`src/rtl/mem_port_arbiter.sv`:
```
// Shares one byte-addressed memory port between the program loader, instruction fetch
// and the data load/store unit, with one transaction in flight at a time.
module mem_port_arbiter #(
    parameter int unsigned ADDR_W  = 32,
    parameter int unsigned DATA_W  = 64,
    parameter int unsigned MEM_LAT = 2
) (
    input  logic              clk,
    input  logic              reset,
    input  logic              halt,
    input  logic              ld_req,
    input  logic [ADDR_W-1:0] ld_addr,
    input  logic [DATA_W-1:0] ld_wdata,
    output logic              ld_gnt,
    input  logic              if_req,
    input  logic [ADDR_W-1:0] if_addr,
    output logic              if_gnt,
    output logic              if_rvalid,
    output logic [DATA_W-1:0] if_rdata,
    input  logic              dm_req,
    input  logic              dm_we,
    input  logic [ADDR_W-1:0] dm_addr,
    input  logic [DATA_W-1:0] dm_wdata,
    output logic              dm_gnt,
    output logic              dm_rvalid,
    output logic [DATA_W-1:0] dm_rdata,
    output logic              mem_en,
    output logic              mem_we,
    output logic [ADDR_W-1:0] mem_addr,
    output logic [DATA_W-1:0] mem_wdata,
    input  logic [DATA_W-1:0] mem_rdata,
    output logic              busy
);

    localparam int unsigned CntW = (MEM_LAT > 1) ? $clog2(MEM_LAT) : 1;

    typedef enum logic [1:0] {StIdle, StIssue, StWait, StResp} state_e;
    typedef enum logic [1:0] {OwnLd, OwnIf, OwnDm} owner_e;

    state_e            state_q, state_d;
    owner_e            owner_q, owner_d;
    logic              we_q, we_d;
    logic [CntW-1:0]   cnt_q, cnt_d;
    logic              rr_dm_q, rr_dm_d;  // 1: data unit was the last fetch/data winner
    logic              mem_en_q, mem_en_d;
    logic              mem_we_q, mem_we_d;
    logic [ADDR_W-1:0] mem_addr_q, mem_addr_d;
    logic [DATA_W-1:0] mem_wdata_q, mem_wdata_d;
    logic              ld_gnt_q, ld_gnt_d;
    logic              if_gnt_q, if_gnt_d;
    logic              dm_gnt_q, dm_gnt_d;
    logic              if_rvalid_q, if_rvalid_d;
    logic              dm_rvalid_q, dm_rvalid_d;
    logic [DATA_W-1:0] if_rdata_q, if_rdata_d;
    logic [DATA_W-1:0] dm_rdata_q, dm_rdata_d;
    logic              busy_q, busy_d;
    logic              if_req_m;

    assign if_req_m = if_req & ~halt;

    always_comb begin
        state_d     = state_q;
        owner_d     = owner_q;
        we_d        = we_q;
        cnt_d       = cnt_q;
        rr_dm_d     = rr_dm_q;
        if_rdata_d  = if_rdata_q;
        dm_rdata_d  = dm_rdata_q;
        mem_en_d    = 1'b0;
        mem_we_d    = 1'b0;
        mem_addr_d  = '0;
        mem_wdata_d = '0;
        ld_gnt_d    = 1'b0;
        if_gnt_d    = 1'b0;
        dm_gnt_d    = 1'b0;
        if_rvalid_d = 1'b0;
        dm_rvalid_d = 1'b0;

        case (state_q)
            StIdle: begin
                if (ld_req) begin
                    owner_d     = OwnLd;
                    we_d        = 1'b1;
                    mem_addr_d  = ld_addr;
                    mem_wdata_d = ld_wdata;
                    ld_gnt_d    = 1'b1;
                    state_d     = StIssue;
                end else if (if_req_m && (!dm_req || rr_dm_q)) begin
                    owner_d    = OwnIf;
                    we_d       = 1'b0;
                    mem_addr_d = if_addr;
                    if_gnt_d   = 1'b1;
                    rr_dm_d    = 1'b0;
                    state_d    = StIssue;
                end else if (dm_req) begin
                    owner_d     = OwnDm;
                    we_d        = dm_we;
                    mem_addr_d  = dm_addr;
                    mem_wdata_d = dm_wdata;
                    dm_gnt_d    = 1'b1;
                    rr_dm_d     = 1'b1;
                    state_d     = StIssue;
                end
                // Strobe and bus are registered so they appear together with the grant.
                if (state_d == StIssue) begin
                    mem_en_d = 1'b1;
                    mem_we_d = we_d;
                end
            end
            StIssue: begin
                if (we_q) begin
                    state_d = StIdle;
                end else begin
                    cnt_d   = CntW'(MEM_LAT - 1);
                    state_d = StWait;
                end
            end
            StWait: begin
                if (cnt_q == '0) begin
                    if (owner_q == OwnIf) begin
                        if_rdata_d  = mem_rdata;
                        if_rvalid_d = 1'b1;
                    end else begin
                        dm_rdata_d  = mem_rdata;
                        dm_rvalid_d = 1'b1;
                    end
                    state_d = StResp;
                end else begin
                    cnt_d = cnt_q - CntW'(1);
                end
            end
            StResp:  state_d = StIdle;
            default: state_d = StIdle;
        endcase

        busy_d = (state_d != StIdle);
    end

    always_ff @(posedge clk) begin
        if (reset) begin
            state_q     <= StIdle;
            owner_q     <= OwnLd;
            we_q        <= 1'b0;
            cnt_q       <= '0;
            rr_dm_q     <= 1'b1;
            mem_en_q    <= 1'b0;
            mem_we_q    <= 1'b0;
            mem_addr_q  <= '0;
            mem_wdata_q <= '0;
            ld_gnt_q    <= 1'b0;
            if_gnt_q    <= 1'b0;
            dm_gnt_q    <= 1'b0;
            if_rvalid_q <= 1'b0;
            dm_rvalid_q <= 1'b0;
            if_rdata_q  <= '0;
            dm_rdata_q  <= '0;
            busy_q      <= 1'b0;
        end else begin
            state_q     <= state_d;
            owner_q     <= owner_d;
            we_q        <= we_d;
            cnt_q       <= cnt_d;
            rr_dm_q     <= rr_dm_d;
            mem_en_q    <= mem_en_d;
            mem_we_q    <= mem_we_d;
            mem_addr_q  <= mem_addr_d;
            mem_wdata_q <= mem_wdata_d;
            ld_gnt_q    <= ld_gnt_d;
            if_gnt_q    <= if_gnt_d;
            dm_gnt_q    <= dm_gnt_d;
            if_rvalid_q <= if_rvalid_d;
            dm_rvalid_q <= dm_rvalid_d;
            if_rdata_q  <= if_rdata_d;
            dm_rdata_q  <= dm_rdata_d;
            busy_q      <= busy_d;
        end
    end

    assign mem_en    = mem_en_q;
    assign mem_we    = mem_we_q;
    assign mem_addr  = mem_addr_q;
    assign mem_wdata = mem_wdata_q;
    assign ld_gnt    = ld_gnt_q;
    assign if_gnt    = if_gnt_q;
    assign dm_gnt    = dm_gnt_q;
    assign if_rvalid = if_rvalid_q;
    assign dm_rvalid = dm_rvalid_q;
    assign if_rdata  = if_rdata_q;
    assign dm_rdata  = dm_rdata_q;
    assign busy      = busy_q;

endmodule
```
`config.mk`:
```
export PLATFORM = sky130hd
export DESIGN_NAME = mem_port_arbiter
export DESIGN_NICKNAME = d
export VERILOG_FILES = /design/src/rtl/mem_port_arbiter.sv
export SDC_FILE = /design/constraint.sdc
export NUM_CORES = 1
export LEC_CHECK = 0
export ABC_AREA = 1
export CAP_MARGIN = 10
export CORE_AREA = 4 4 204 206
export DETAILED_ROUTE_END_ITERATION = 8
export DIE_AREA = 0 0 208 210
export SLEW_MARGIN = 5
export SYNTH_ARGS = -nofsm -noshare
export SYNTH_HDL_FRONTEND = slang
export SYNTH_SLANG_ARGS = --single-unit
```
`constraint.sdc`:
```
create_clock -name clk -period 1.6 [get_ports clk]
set_input_delay 0.32 -clock clk [delete_from_list [all_inputs] [get_ports clk]]
set_output_delay 0.32 -clock clk [all_outputs]
set_load 0.01 [all_outputs]
```
---- Word level (Yosys, flattened, before mapping) ----
Cells that the tools add are included.
cells by class
  bitwise operators ....................... 8
  multiplexer cells ....................... 30
  eq/ne operators ......................... 6
  add/sub/neg operators ................... 1
  reduce and logical (&&, ||, !) cells .... 18
operators with widths
  cell                                                 number
  two-way mux 64 bit                                   3
  two-way mux 32 bit                                   3
  two-way mux 2 bit                                    9
  two-way mux 1 bit                                    13
  AND reduction 3 bit                                  3
  OR reduction 3 bit                                   3
  case mux 2 bit (4 select lines)                      1
  NOT 1 bit                                            7
  equality test 2 x 1 -> 1 bit, second input constant  3
  nonzero test 2 bit                                   3
  equality test 2 bit, second input constant           2
  AND reduction 2 bit                                  2
  OR reduction 4 bit                                   1
  nonzero test 3 bit                                   1
  logical NOT 2 bit                                    1
  inequality test 2 bit, second input constant         1
  case mux 1 bit (2 select lines)                      1
  OR reduction 2 bit                                   1
  AND 1 bit                                            1
  logical AND 1 bit                                    1
  logical NOT 1 bit                                    1
  logical OR 1 bit                                     1
  subtractor 1 bit, second input constant              1
storage, ports and cells
  word-level logic and storage cells ...... 80
  input port bits ......................... 295
  output and inout port bits .............. 232
  register bits ........................... 239

---- Logic depth before layout (Yosys ltp) ----
Gate-level depths: netlist (run 1).
  depth after elaboration ................. 9
  depth in mapped cells ................... 9
  gate-level depth less buffers ........... 7

---- Least setup slack after synthesis (run 1) ----
No wires, ideal clock.
  path kind ............................... reg-to-reg
  start point ............................. register state_q[1]
  end point ............................... register if_rdata_q[10], in the netlist if_rdata[10]
  data arrival time ....................... 1.135 ns
  stages on the path, launching flop included .. 8
  library setup time ...................... 0.116 ns
  buffers on the path ..................... 2
  path slack .............................. 0.349 ns
  clock period less this slack ............ 1.251 ns
  data required time ...................... 1.484 ns
  cells stage by stage .................... dfxtp_1 > nand2_2 > nor2_4 > nand2_2 > buf_4 > clkbuf_2 > o21ai_0 > nor2_1
on the way
  cells in the longest elaborated chain, start to end .. 2
RTL lines
  what                                  RTL line  text
  start, declared                       40        state_e state_q, state_d;
  start signal, assigned                141       state_q <= StIdle;
  start signal, assigned                159       state_q <= state_d;
  equality test 2 bit                   79        case (state_q)
  AND reduction 3 bit (no source line)  --
  end signal, assigned                  173       if_rdata_q <= if_rdata_d;
  end, declared                         54        logic [DATA_W-1:0] if_rdata_q, if_rdata_d;
Every way passes these cells.
A chain may end at the register's enable or synchronous reset.

---- Final worst setup path (run 1) ----
  start point ............................. register mem_addr_q[1], in the netlist mem_addr[1]
  end point ............................... output port mem_addr[1]
RTL lines
  what                    RTL line  text
  start, declared         47        logic [ADDR_W-1:0] mem_addr_q, mem_addr_d;
  start signal, assigned  166       mem_addr_q <= mem_addr_d;
  end, declared           29        output logic [ADDR_W-1:0] mem_addr,
No word-level cell between the ends.

==> results of run 1 <==
==> where the power goes <==
part	switching, W	internal, W	leakage [nW]
clock network	0.00242	0.00403	0.456
registers	0.000231	0.00651	1.95
logic	0.00168	0.00171	4.92
==> registers in the layout, summed over array words and instances, names as in the netlist <==
| signal | flops |
|---|---|
| dm_rdata | 64 |
| if_rdata | 64 |
| mem_wdata | 64 |
| mem_addr | 32 |
| owner_q | 2 |
| state_q | 2 |
| busy | 1 |
| cnt_q | 1 |
| dm_gnt | 1 |
| dm_rvalid | 1 |
| if_gnt | 1 |
| if_rvalid | 1 |
| ld_gnt | 1 |
| mem_en | 1 |
| mem_we | 1 |
| rr_dm_q | 1 |
| we_q | 1 |
==> layout by cell type, fill, tap and decap left out <==
cell type        netlist  final
diode_2                0      1
inv_2                  6      3
clkdlybuf4s15_1        0      2
buf_4                  3     46
nor2_1               264    264
dfxtp_1              239    238
clkinv_2               0      4
clkbuf_8               0      7
inv_1                 31     31
clkbuf_1              20      4
a21oi_1                4      4
o21ai_0              116    116
clkbuf_16              0     27
bufinv_16              0      4
nand2_4                1      1
inv_4                  0      2
nand3_2                1      1
nand2_2                6      6
nand4_1               20     20
o21ai_1               18     18
nor2_4                 6      6
nand2_1              284    284
clkdlybuf4s15_2        0      2
nand3_1               48     48
dlygate4sd2_1          0    228
buf_12                 0     14
clkdlybuf4s50_1        0    294
dfxtp_2                0      1
clkinvlp_4             0      1
==> through the flow <==
step / utilization [%] / TNS, ns
CTS: 38.8 / 0
detailed placement: 37.1 / -26.51
global placement: 37.1 / -27.25
global route: 38.8 / 0
floorplan: - / 0
finish: 38.8 / 0
==> kinds of logic after synthesis <==
kind of cell | after synthesis
AOI/OAI and AO/OA | 138
buffers and inverters | 106
DFF | 239
and+or+nand+nor | 630
==> per-layer routing <==
layer,up-vias,part of all wire [%]
met3,59,7.8
met4,2,3.8
met5,-,0.035
met1,4093,39
met2,386,50
li1,4586,-
==> area by class of cell <==
class                      instances  area, sq um  area share (%)
inverter                          37          145           0.944
clock inverter                     8          143           0.928
timing repair buffer             586         5610            36.5
tap                              525          657            4.27
multi-input combinational        768         3240            21.1
sequential                       239         4790            31.1
clock buffer                      38          787            5.12
antenna                            1         2.50          0.0163
==> worst paths after layout <==
kind	to	cells past startpoint	slack, ns
worst min register to register	if_rdata[52]	2	0.47
worst max register to register	if_rdata[38]	6	0.14
worst max-delay path	mem_addr[1]	1	0.06
worst min-delay path	mem_wdata[20]	3	0.32
==> impl_metrics.yaml, run 1 <==
outcome:
  run_status: "completed"
pwr:
  worst_ir_drop_vdd_mv: 0.542
  cellLeakagePower_nw: 7.33
  totalPowerFinal_w: 0.0166
  power.density_cell_area_mw_per_mm2: 1080
synth:
  yosys.area_share.simple_pct: 29.8
  complex_gate_fraction_of_the_synthesized_area_pct: 8.08
  synth_top_family_by_area: "simple AND/OR/NAND/NOR gates"
  top_cells_by_instance_count_after_synthesis: "nand2_1 (284), nor2_1 (264), dfxtp_1 (239)"
  synth-main-ff-cell: "dfxtp_1"
  syn_avg_cell_area_sq_um: 7.68
  yosys.area_share.adder_pct: 0
  synth_async_sr_flop_share_pct: 0
  synth.top_cell.area_share_pct: 56.0
  synth_seq_cells: 239
  synth-seq-area-share_pct: 56.0
  post_synth_main_area_contributors: "dfxtp_1 (56%), nand2_1 (12%), nor2_1 (12%), o21ai_0 (6.8%), nand3_1 (2.8%)"
  yosys.cell_count.top_type: "nand2_1"
  synth_warnings: 0
  post_synth_instance_area_sq_mm: 0.00855
  synthCells: 1113
  syn_nets: 1408
  xor_xnor_share_of_the_synthesized_area_pct: 0
  synth-edff-count: 0
  netlist-cell-type-count: 20
  proportion_of_synthesized_area_in_mux_cells_pct: 0
  synth_top_cell_by_area: "dfxtp_1"
global_route:
  grtUsageMet3_pct: 4.46
  grt_util_all_layers_pct: 15.6
  maximum_number_of_pins_on_one_net_before_global_route_repair: 50
  grt_pass1_wl_mm: 54.0
  grt_util_met1_pct: 17.2
  globalRoute.totalOverflow: 0
  grtUsageMet2_pct: 28.8
  grt_busiest_layer: "met2"
  grt_antenna_before_repair: 2
  first_global_vias: 9225
layout:
  area_growth_pct: 79.7
  final_layout_size_suffix_gt1_share_pct: 7.46
  finish.cell_count_without_fillers: 2202
  n_fill_cell: 4169
  fin_area_sq_mm: 0.0154
  nets: 1953
clock_tree:
  cts.path.max_buffers: 3
  cts_hold_buf: 0
  postCtsSetupRepairBufs: 0
  cts_max_level: 1
  tritoncts: "done"
  clk_latency_ns: 0.53
  clkTransAtPathRegs_ns: 0.06
  tritoncts_num_sinks: 239
  numCtsBuffers: 26
  ctsResizeCount: 239
  clk_root_buffer_cell: "clkbuf_16"
die:
  die-width_um: 208
  core_area_sq_mm: 0.0396
  io_pins: 527
  initial_core_util_pct: 21.6
  die_h_um: 210
  floorplan.die_area_sq_mm: 0.0437
  std_cell_rows: 73
timing:
  setup_ws_final_ns: 0.0585
  transition_time_at_the_pin_with_the_least_slew_margin_ns: 0.378
  final_number_of_setup_violating_endpoints: 0
  grt_setup_unrepaired: "no"
  clock.fmax_ghz: 0.649
  finalCritPeriodShare_pct: 96.3
  fin_worst_skew_ns: 0.00483
  min_period_ns: 1.54
  final.hold.worst_slack_ns: 0.323
  max-slew-margin-rel_pct: 74.8
  hold_viol_final: 0
  final-max-slew-violation-count: 0
critical_path:
  timing.critical_path.from: "mem_addr[1]"
  timing.critical_path.to_type: "output pin"
  crit_path_cell_trace: "dlygate4sd2_1"
  cp_top_family: "flip-flops"
  critical_path_peak_fanout: 1
  regToRegStartpoint: "state_q[1]"
  critical_path.n_buffers_inverters: 1
  timing.critical_path.arrival_ns: 1.22
  critical-path-max-stage-delay_ns: 0.36
  criticalPathCategory: "flip-flop to output pin"
  cell_with_the_biggest_individual_delay_on_the_critical_path: "dfxtp_1"
  critical_path_required_ns: 1.28
  kind_of_launch_point_of_the_worst_setup_path: "flip-flop"
job:
  drv.max_cap_violation_count: 0
detailed_routing:
  antenna_violating_nets_post_route: 0
  wl_per_cell_um: 16.7
  detailedRoute.firstPassIterationCount: 4
  wirelength_mm: 36.7
  viasPerCell: 4.14
  detail_route.drc_violations: 0
  via_total_after_detailed_routing: 9126
  drt_iter0_markers: 450
placement:
  dp_slack_ns: -0.233
  buffer_ports.inserted: 526
  hpwlAfterDp_mm: 29.7
  instance_count_after_placement_with_tap_cells_included: 2155
  gpl.final_weighted_congestion: 0.920
  placed_cell_area_sq_mm: 0.0147
worst_hold_path:
  min_path_type: "input port to flip-flop"
  holdCritStartpoint: "dm_wdata[20]"
(Power assumes the default switching activity.)
==> run 2, diff against run 1 <==
--- a/config.mk
+++ b/config.mk
@@ -10,6 +10,7 @@
 export CORE_AREA = 4 4 204 206
 export DETAILED_ROUTE_END_ITERATION = 8
 export DIE_AREA = 0 0 208 210
+export HOLD_SLACK_MARGIN = 0.05
 export SLEW_MARGIN = 5
 export SYNTH_ARGS = -nofsm -noshare
 export SYNTH_HDL_FRONTEND = slang
==> results of run 2 <==
The final DEF is identical to that of run 1; final timing and power are the same.
